[src/rtl/rca_pkg.sv]
// Shared constants and FSM state type for the
// byte-serial ripple-carry add/subtract controller.
package rca_pkg;

   localparam int BYTE_W      = 8;
   localparam int NBYTES_DFLT = 4;

   typedef enum logic [1:0] {
      IDLE = 2'd0,
      RUN  = 2'd1,
      DONE = 2'd2
   } state_t;

endpackage

[src/rtl/rca8bit.sv]
// 8-bit ripple-carry adder: a chain of full adders
// from bit 0 upward, carry-in C, carry-out cout.
module rca8bit (
   input  logic [7:0] A,
   input  logic [7:0] B,
   input  logic       C,
   output logic [7:0] S,
   output logic       cout
);

   // ripple the carry through eight full-adder cells
   always_comb begin
      logic c;
      c = C;
      S = '0;
      for (int i = 0; i < 8; i++) begin
         S[i] = A[i] ^ B[i] ^ c;
         c    = (A[i] & B[i]) | (c & (A[i] ^ B[i]));
      end
      cout = c;
   end

endmodule

[src/rtl/rca_seq_ctrl.sv]
// Byte-serial add/subtract: one shared 8-bit adder
// walks the operands a slice per cycle.
module rca_seq_ctrl
   import rca_pkg::*;
#(
   parameter int NBYTES = NBYTES_DFLT
) (
   input  logic                     clk,
   input  logic                     rst,
   input  logic                     in_valid,
   output logic                     in_ready,
   input  logic [BYTE_W*NBYTES-1:0] op_a,
   input  logic [BYTE_W*NBYTES-1:0] op_b,
   input  logic                     sub,
   input  logic                     cin,
   output logic                     out_valid,
   input  logic                     out_ready,
   output logic [BYTE_W*NBYTES-1:0] result,
   output logic                     cout,
   output logic                     ovf
);

   localparam int W  = BYTE_W * NBYTES;
   localparam int KW = (NBYTES > 1) ? $clog2(NBYTES) : 1;
   localparam logic [KW-1:0] KLAST = KW'(NBYTES - 1);

   state_t state, nxt;

   logic [KW-1:0]     k;
   logic [W-1:0]      a_q;
   logic [W-1:0]      b_q;
   logic [W-1:0]      res_q;
   logic              carry;
   logic [BYTE_W-1:0] a_sl;
   logic [BYTE_W-1:0] b_sl;
   logic [BYTE_W-1:0] s_sl;
   logic              c_out;
   logic              acc;
   logic              last;

   assign acc  = in_valid && (state == IDLE);
   assign last = (k == KLAST);

   assign a_sl = a_q[k*BYTE_W +: BYTE_W];
   assign b_sl = b_q[k*BYTE_W +: BYTE_W];

   rca8bit u_add (
      .A    (a_sl),
      .B    (b_sl),
      .C    (carry),
      .S    (s_sl),
      .cout (c_out)
   );

   // state register
   always_ff @(posedge clk or posedge rst) begin
      if (rst) state <= IDLE;
      else     state <= nxt;
   end

   // next state and handshake outputs
   always_comb begin
      nxt       = state;
      in_ready  = 1'b0;
      out_valid = 1'b0;
      unique case (state)
         IDLE: begin
            in_ready = 1'b1;
            if (in_valid) nxt = RUN;
         end
         RUN: begin
            if (last) nxt = DONE;
         end
         DONE: begin
            out_valid = 1'b1;
            if (out_ready) nxt = IDLE;
         end
         default: nxt = IDLE;
      endcase
   end

   // operand latch on accept, one slice per RUN cycle
   always_ff @(posedge clk or posedge rst) begin
      if (rst) begin
         a_q   <= '0;
         b_q   <= '0;
         res_q <= '0;
         carry <= 1'b0;
         k     <= '0;
      end else if (acc) begin
         a_q   <= op_a;
         b_q   <= sub ? ~op_b : op_b;
         carry <= sub | cin;
         k     <= '0;
      end else if (state == RUN) begin
         res_q[k*BYTE_W +: BYTE_W] <= s_sl;
         carry <= c_out;
         k     <= last ? '0 : k + 1'b1;
      end
   end

   assign result = res_q;
   assign cout   = carry;
   assign ovf    = (a_q[W-1] == b_q[W-1]) &&
                   (res_q[W-1] != a_q[W-1]);

endmodule
[config.mk]
export PLATFORM = sky130hd
export DESIGN_NAME = rca_seq_ctrl
export DESIGN_NICKNAME = d
export VERILOG_FILES = /design/src/rtl/rca_pkg.sv /design/src/rtl/rca8bit.sv /design/src/rtl/rca_seq_ctrl.sv
export SDC_FILE = /design/constraint.sdc
export NUM_CORES = 1
export LEC_CHECK = 0
export BUFFER_PORTS_ARGS = -buffer_cell sky130_fd_sc_hd__buf_2
export CORE_MARGIN = 1.5
export CORE_UTILIZATION = 54
export CTS_CLUSTER_DIAMETER = 200
export DETAILED_ROUTE_END_ITERATION = 16
export MAX_ROUTING_LAYER = met4
export PLACE_DENSITY_LB_ADDON = 0.2
export SETUP_SLACK_MARGIN = 0.3
export SLEW_MARGIN = 20
export SYNTH_ARGS = -nofsm -noshare
export SYNTH_HDL_FRONTEND = slang
export SYNTH_HIERARCHICAL = 1
export SYNTH_SLANG_ARGS = --single-unit
[constraint.sdc]
create_clock -name clk -period 6 [get_ports clk]
set_input_delay 0.9 -clock clk [delete_from_list [all_inputs] [get_ports clk]]
set_output_delay 0.9 -clock clk [all_outputs]
set_load 0.02 [all_outputs]
==> impl_results.md, run 1 <==
- CTS H-tree lvls: 3
- Worst clock skew: 0.006115 ns
- Worst min path class: flop to flop
- Largest cells by area after synthesis: dfrtp_1 53%, mux2_2 7.5%, mux4_2 7.5%, xnor2_1 5.9%, a22o_1 5.1%
- Vias in the first global route: about 3200
- Buffers inserted by post-CTS timing repair: 0
- Drt first-iter violations: 89
- Io pins: around 110
- Worst skew pair latency: about 0.36 ns
- Core Area: 8636 um^2
- Worst-Margin Slew: between 1 and 1.5 ns
- Fin. Hold Viols: 0
- Power Dens Cells: between 600 and 700 nW/um^2
- CTS tree: done
- Flops & latches, synth: ~100
- Total die area: ~9400 um^2
- Crit. End Element: flop
- Vias per inst: approximately 5.4
- Synth top area share: 0.5291
- Yosys warns: 6
- Die W: around 97 um
- First-pass GRT wire length: 16220 um
- Crit path time final: 4.830 ns
- Worst slack, placed: 1.195 ns
- Cell count after placement: approximately 560
- Max-Cap Viols: 0
- Avg Inst Size Synth: 13.05 um^2
- Worst Hold Slack: 0.4993 ns
- Via Count: between 3000 and 4000
- Highest Clock Rate: about 0.21 GHz
- Pins Over Slew Limit: 0
- Seq/Total Area, Yosys: 0.5291
- Post-Syn Instances: 366
- P&R area growth vs syn: 16.84%
- Largest net degree at the start of global routing: 99
- Nets: between 500 and 600
- Distinct cells, synth: 30
- Post-route clock period utilization: 0.8050
- Fin cells: between 500 and 600
- Final WS setup: about 1.2 ns
- Clk sinks: between 100 and 150
- Crit start category: flop
- CTS Buffer Depth: 2
- Die H: 97.06 um
- Total track usage: 0.2276
- Number of cell rows: 34
- Layout cell share with drive strength beyond 1: 0.3877
- Tot Pwr: roughly 3.5 mW
- CTS buffer count: 9
- ANT cells: 0
- DRT Pass-1 Iters: 4
- DR DRC count: 0
- Initial antenna violation count: 0
- Normalized max-slew margin: 0.3299
- Crit path max fanout: 8
- Setup TNS: 0 ns
- DP Wirelength: 7164 um
- Routed WL per cell: roughly 17 um
- Hold-fix buffers, CTS: 0
- RePlAce Congestion: slightly below 0.8
- Total gr overflow: 0
- # port buffers: 105
- DRT antenna net count: 0
- Final-report setup violation count: 0
- Syn_nets: 450
- Crit Path Class: flop to flop
- Cell taking the most area after synthesis: dfrtp_1
- Status: finished clean
- RSZ-0062 raised after global routing: no
- Static Leakage: 2.564 nW
- Drt total wl: roughly 10000 um
- Critical path arrival: between 5 and 6 ns
- Mapped Area: ~4800 um^2
- CP Data Required Time: 6.28 ns
- Initial core utilization: 0.5532
- Clock-pin slew on the worst setup and hold paths: about 0.10 ns
- Post-CTS Resized: 0
- CTS root buf: clkbuf_8
- Max VDD drop: 0.0003011 V
[report_power, final]
group	total [mW]	internal, mW	switching (mW)
Combinational	1.78	0.773	1.01
Clock	0.480	0.237	0.243
Sequential	1.20	0.994	0.202
[metrics by stage]
step	utilization	instance area [um^2]
after floorplan	-	4777
after global placement	0.6207	5360
after detailed placement	0.6207	5360
after CTS	0.6463	5582
after global routing	0.6463	5582
final	0.6463	5582
[registers in the layout, summed over array words and instances (netlist names)]
register / cells
result: 32
cout: 1
b_q: 32
state: 2
k: 2
a_q: 32
[layout make-up]
class	instances	area, um^2
clock buffer	9	123.9
sequential	101	2527
clock inverter	7	97.59
inverter	15	58.81
fill	696	3054
tap	108	135.1
timing repair buffer	110	563.0
multi-input combinational	230	2076
[metal layers]
layer | routed length, um | share of wire | vias to the layer above | global-route usage
li1 | - | - | 1492 | -
met1 | 4324 | 0.44 | 1540 | 0.2936
met2 | 4895 | 0.50 | 90 | 0.3728
met3 | 453 | 0.046 | 11 | 0.04317
met4 | 120 | 0.012 | 0 | 0.06466
met5 | 0 | 0 | - | -
[cell usage after synthesis, drive strengths merged]
library cell  count
buf              16
ha                6
and2b             1
a22o             28
clkbuf            4
nand2b            1
o21a              1
nor3b             1
mux2             32
nor4b             2
inv              15
o2bb2ai           1
a221o             1
nor2b             1
nand2            17
nor4              4
fa                8
a21oi            33
dfrtp           101
nand3b            3
xnor2            32
nor2             35
mux4             16
o21ai             7
[cell families (layout without fill, tap and decap cells)]
group,count (synthesis),after routing,share of synthesized area
simple gates,65,65,0.07701
buf+inv,35,141,0.03640
fa+ha+maj,14,14,0.04924
compound gates,71,71,0.09874
xor+xnor,32,32,0.05867
flops,101,101,0.5291
mux,48,48,0.1509
[cells in the final DEF, fill, tap and decap left out, drive strengths merged, types with 16 or more instances in the layout]
cell type / instances
nor2: 35
buf: 110
a21oi: 33
xnor2: 32
inv: 17
mux2: 32
dfrtp: 101
mux4: 16
a22o: 28
nand2: 17
[final timing paths]
kind | cells past startpoint | startpoint | end | slack (ns)
setup / recovery | 15 | k[0]$_DFFE_PP0P_ | result[31]$_DFFE_PP0P_ | 1.17
hold reg to reg | 2 | result[27]$_DFFE_PP0P_ | result[27]$_DFFE_PP0P_ | 0.50
setup reg to reg | 15 | k[0]$_DFFE_PP0P_ | result[31]$_DFFE_PP0P_ | 1.17
hold / removal | 2 | result[27]$_DFFE_PP0P_ | result[27]$_DFFE_PP0P_ | 0.50
min in group asynchronous | 2 | rst | result[27]$_DFFE_PP0P_ | 0.51
max in group asynchronous | 3 | rst | b_q[15]$_DFFE_PP0P_ | 4.30
[critical path, stage by stage (launching register included)]
cell	delay, ns
dfrtp_1	0.64
mux4_2	0.59
fa_1	0.44
inv_1	0.08
fa_1	0.15
inv_1	0.05
fa_1	0.38
fa_1	0.39
fa_1	0.42
fa_1	0.43
fa_1	0.37
inv_1	0.07
fa_1	0.41
inv_1	0.12
nand2_1	0.06
o21ai_0	0.15
(Power assumes the default switching activity.)
==> run 2: changes to the inputs <==
clock period = 4.95 ns   (was 6 ns; I/O delays follow)
==> impl_results.md, run 2 (same netlist as run 1, synthesis figures left out) <==
- Initial antenna violation count: 0
- Layout cell share with drive strength beyond 1: 0.3923
- Drt first-iter violations: ~120
- Via Count: 3113
- Cell count after placement: between 500 and 600
- Core Area: around 8600 um^2
- Commonest non-fill, non-tap cells in the layout: 105 x buf_2, 99 x dfrtp_1, 35 x nor2_1, 33 x a21oi_1
- Highest Clock Rate: roughly 0.23 GHz
- Max VDD drop: 0.0004096 V
- DR DRC count: 0
- Io pins: between 100 and 150
- CTS Buffer Depth: 2
- Static Leakage: around 2.5 nW
- Crit path time final: ~4.4 ns
- CTS buffer count: 9
- RSZ-0062 raised after global routing: no
- Worst slack, placed: approximately 0.44 ns
- Total die area: around 9400 um^2
- Total track usage: 0.2349
- DRT Pass-1 Iters: 4
- Worst Hold Slack: 0.4746 ns
- Die W: 97.06 um
- RePlAce Congestion: 0.8214
- Drt total wl: 9712 um
- Worst clock skew: roughly 0.011 ns
- Commonest non-fill, non-tap cell in the layout: buf_2
- Status: finished clean
- Critical path arrival: roughly 4.7 ns
- Clk sinks: approximately 100
- Buffers inserted by post-CTS timing repair: 0
- Fin. Hold Viols: 0
- Crit. End Element: flop
- Largest net degree at the start of global routing: a little under 100
- Number of fillers in the final layout: slightly below 700
- Vias in the first global route: between 3000 and 4000
- Fin cells: about 580
- Final Core Density: 0.6446
- Die H: approximately 97 um
- Number of cell rows: 34
- Worst skew pair latency: between 0.3 and 0.4 ns
- Vias per inst: ~5.4
- Worst min path class: input pin to asynchronous set/reset pin
- ANT cells: 0
- Normalized max-slew margin: 0.3419
- Final WS setup: roughly 0.54 ns
- Max-Cap Viols: 0
- Setup TNS: 0 ns
- DRT antenna net count: 0
- CTS root buf: clkbuf_8
- CTS H-tree lvls: 3
- Nets: 550
- Routed WL per cell: 16.83 um
- Worst-Margin Slew: about 0.99 ns
- Crit start category: flop
- DP Wirelength: a little over 7000 um
- Crit path max fanout: 4
- P&R area growth vs syn: 16.53%
- Hold-fix buffers, CTS: 0
- Power Dens Cells: 749.6 nW/um^2
- Pins Over Slew Limit: 0
- CP Data Required Time: 5.23 ns
- First-pass GRT wire length: roughly 17000 um
- # port buffers: between 100 and 150
- Crit Path Class: flop to flop
- Total gr overflow: 0
- Initial core utilization: 0.5532
- Final-report setup violation count: 0
- Post-route clock period utilization: 0.8905
- CTS tree: done
- Clock-pin slew on the worst setup and hold paths: approximately 0.09 ns
-- run 2: cell count changes in the layout (fill, tap and decap cells not counted), sizes merged --
cell,previous run,this run
clkbuf,9,10
clkinv,1,0
buf,110,109
inv,17,15
-- run 2: final timing paths --
kind	slack, ns	from	cells after the start	end
setup / recovery	0.54	k[0]$_DFFE_PP0P_	15	result[31]$_DFFE_PP0P_
hold / removal	0.47	rst	2	a_q[3]$_DFFE_PP0P_
setup reg to reg	0.54	k[0]$_DFFE_PP0P_	15	result[31]$_DFFE_PP0P_
hold reg to reg	0.49	result[27]$_DFFE_PP0P_	2	result[27]$_DFFE_PP0P_
max in group asynchronous	3.42	rst	3	k[1]$_DFFE_PP0P_
min in group clk	0.49	result[27]$_DFFE_PP0P_	2	result[27]$_DFFE_PP0P_
-- run 2: timing repair --
action,in CTS,in global routing
hold endpoints to repair,0,0
setup endpoints to repair,0,5
resized for setup,0,7
-- run 2: layout make-up --
| type | instances | area, um^2 | share of cell area |
|---|---|---|---|
| clock buffer | 10 | 127.6 | 0.02293 |
| clock inverter | 4 | 75.07 | 0.01349 |
| inverter | 15 | 58.81 | 0.01056 |
| multi-input combinational | 230 | 2081 | 0.3738 |
| sequential | 101 | 2530 | 0.4545 |
| tap | 108 | 135.1 | 0.02428 |
| timing repair buffer | 109 | 559.3 | 0.1005 |
-- run 2: worst max-delay path, cell delays in order (launching register included) --
cell and delay (ns):
dfrtp_2 0.43, mux4_2 0.54, fa_1 0.42, inv_1 0.07
fa_1 0.15, inv_1 0.06, fa_1 0.41, fa_2 0.36
fa_1 0.40, fa_2 0.36, fa_1 0.36, inv_1 0.08
fa_1 0.42, inv_2 0.10, nand2_1 0.05, o21ai_1 0.12
-- run 2: metrics by stage --
step | power (mW) | cell area [um^2]
after global routing | 4.487 | 5567
after floorplan | 2.994 | 4777
final | 4.173 | 5567
after CTS | 4.153 | 5555
after detailed placement | 3.613 | 5353
after global placement | 3.533 | 5353
-- run 2: power breakdown --
group	leakage [nW]	total [mW]	internal [mW]	switching, mW
Sequential	1.23	1.45	1.21	0.240
Clock	0.0945	0.549	0.280	0.269
Combinational	1.22	2.18	0.951	1.23
-- run 2: layer usage --
metal	routed length, um	track usage
met5	0	-
met4	140	0.06689
met3	378	0.04604
met2	4784	0.3825
met1	4409	0.3039
==> run 3: changes to the inputs <==
--- a/config.mk
+++ b/config.mk
@@ -8,5 +8,5 @@
 export BUFFER_PORTS_ARGS = -buffer_cell sky130_fd_sc_hd__buf_2
 export CORE_MARGIN = 1.5
-export CORE_UTILIZATION = 54
+export CORE_UTILIZATION = 58
 export CTS_CLUSTER_DIAMETER = 200
 export DETAILED_ROUTE_END_ITERATION = 16
==> constraint.sdc (replaced) <==
create_clock -name clk -period 5.6 [get_ports clk]
set_input_delay 1.12 -clock clk [delete_from_list [all_inputs] [get_ports clk]]
set_output_delay 1.12 -clock clk [all_outputs]
set_load 0.02 [all_outputs]
==> impl_results.md, run 3 (same netlist as run 1, synthesis figures left out) <==
- First-pass GRT wire length: between 15000 and 20000 um
- Die W: between 90 and 100 um
- Critical path depth: 16
- Net Sw Power: 1.532 mW
- Fin. Hold Viols: 0
- CTS H-tree lvls: 3
- Power Dens Cells: ~660 nW/um^2
- Status: finished clean
- Drt total wl: between 9000 and 10000 um
- Sequential cell fraction of total power: 0.348
- Core Area: 7848 um^2
- CP cell instances: buf_4 > mux4_2 > fa_1 > inv_1 > fa_1 > inv_1 > fa_1 > fa_1 > fa_1 > fa_1 > fa_1 > inv_1 > fa_1 > inv_1 > nand2_1 > o21ai_0
- Worst-Margin Slew: between 1 and 1.5 ns
- Clk pwr share: 0.135
- Worst min path class: flop to flop
- Max VDD drop: between 0.0003 and 0.0004 V
- Final WS setup: between 0.8 and 0.9 ns
- Hold Path Stages: 2
- DR DRC count: 0
- Number of cell rows: 32
- Static Leakage: around 2.6 nW
- CP Data Required Time: about 6 ns
- Vias in the first global route: 3245
- Worst clock skew: between 0.01 and 0.015 ns
- FF-to-FF path depth: 16
- Commonest non-fill, non-tap cell in the layout: buf_2
- Vias per inst: roughly 5.5
- Switching Share: 0.4169
- Initial core utilization: 0.6087
- Most common cell on crit path: fa_1
- Setup TNS: 0 ns
- Total gr overflow: 0
- Nets: 552
- Initial antenna violation count: 0
- DRT antenna net count: 0
- Final-report setup violation count: 0
- Tot Pwr: around 3.7 mW
- Post-route clock period utilization: 0.8485
- Crit. End Element: flop
- Layout cell share with drive strength beyond 1: 0.3877
- CTS root buf: clkbuf_8
- Number of fillers in the final layout: ~590
- Internal power: between 2 and 2.5 mW
- CP max stage delay: ~0.54 ns
- # port buffers: about 110
- Crit path time final: around 4.8 ns
- Clock-pin slew on the worst setup and hold paths: around 0.10 ns
- Worst slack, placed: just under 0.9 ns
- RePlAce Congestion: about 0.8
- Die H: between 90 and 100 um
- Critical path arrival: 5.03 ns
- CTS Buffer Depth: 2
- DP Wirelength: roughly 7000 um
- Normalized max-slew margin: 0.3182
- ANT cells: 0
- Crit path max fanout: 10
- Comb power frac: 0.517
- Worst Hold Slack: ~0.49 ns
- Pins Over Slew Limit: 0
- Highest Clock Rate: 0.2104 GHz
- P&R area growth vs syn: 16.63%
- Commonest non-fill, non-tap cells in the layout: 105 x buf_2, 101 x dfrtp_1, 35 x nor2_1, 33 x a21oi_1
- CTS buffer count: 9
- Buf/Inv on CP: 5
- Crit start category: flop
- Max-Cap Viols: 0
- Post-CTS Resized: 0
- DRT Pass-1 Iters: 4
- CTS tree: done
- Worst skew pair latency: between 0.3 and 0.4 ns
- Crit Path Class: flop to flop
- Via Count: about 3200
- Largest net degree at the start of global routing: 52
- Clk sinks: 101
- Total die area: 8790 um^2
- CP top delay family: adder cells
- Total track usage: 0.2475
- Hold-fix buffers, CTS: 0
- Drt first-iter violations: 148
- Buffers inserted by post-CTS timing repair: 0
- Routed WL per cell: 16.66 um
- Io pins: about 110
- Slowest cell on crit path: mux4_2
- RSZ-0062 raised after global routing: no
run 3: routing by layer:
layer	track usage	wire (um)
met3	0.04045	390
met1	0.3088	4234
met4	0.07090	106
met5	-	0
met2	0.4209	4829
run 3: final timing paths:
kind | from | end | slack (ns)
min in group asynchronous | rst | result[25]$_DFFE_PP0P_ | 0.83
worst max-delay path | k[0]$_DFFE_PP0P_ | result[31]$_DFFE_PP0P_ | 0.85
worst min register to register | result[26]$_DFFE_PP0P_ | result[26]$_DFFE_PP0P_ | 0.49
worst max register to register | k[0]$_DFFE_PP0P_ | result[31]$_DFFE_PP0P_ | 0.85
worst min-delay path | result[26]$_DFFE_PP0P_ | result[26]$_DFFE_PP0P_ | 0.49
max in group asynchronous | rst | b_q[22]$_DFFE_PP0P_ | 3.69
run 3: cell type report:
| class | count | area [um^2] | area share |
|---|---|---|---|
| sequential | 101 | 2527 | 0.4536 |
| multi-input combinational | 230 | 2076 | 0.3726 |
| timing repair buffer | 111 | 570.5 | 0.1024 |
| tap | 102 | 127.6 | 0.02291 |
| clock buffer | 9 | 123.9 | 0.02223 |
| clock inverter | 6 | 87.58 | 0.01572 |
| inverter | 15 | 58.81 | 0.01055 |
run 3: metrics by stage:
stage,instance area (um^2),instances,utilization
floorplan,4777,366,-
global placement,5360,559,0.6830
detailed placement,5360,559,0.6830
CTS,5572,574,0.7100
global route,5572,574,0.7100
finish,5572,574,0.7100
run 3: power groups by stage:
| stage | Combinational, mW | Sequential [mW] | Clock, mW |
|---|---|---|---|
| after floorplan | 1.32 | 1.33 | 0 |
| after global placement | 1.83 | 1.28 | 0 |
| after detailed placement | 1.89 | 1.30 | 0 |
| after CTS | 1.89 | 1.28 | 0.507 |
| after global routing | 2.08 | 1.32 | 0.536 |
| final | 1.90 | 1.28 | 0.496 |
run 3: worst min-delay path: stages (launching register included):
cell and delay, ns:
dfrtp_1 0.36, nand2_1 0.05, o21ai_0 0.06
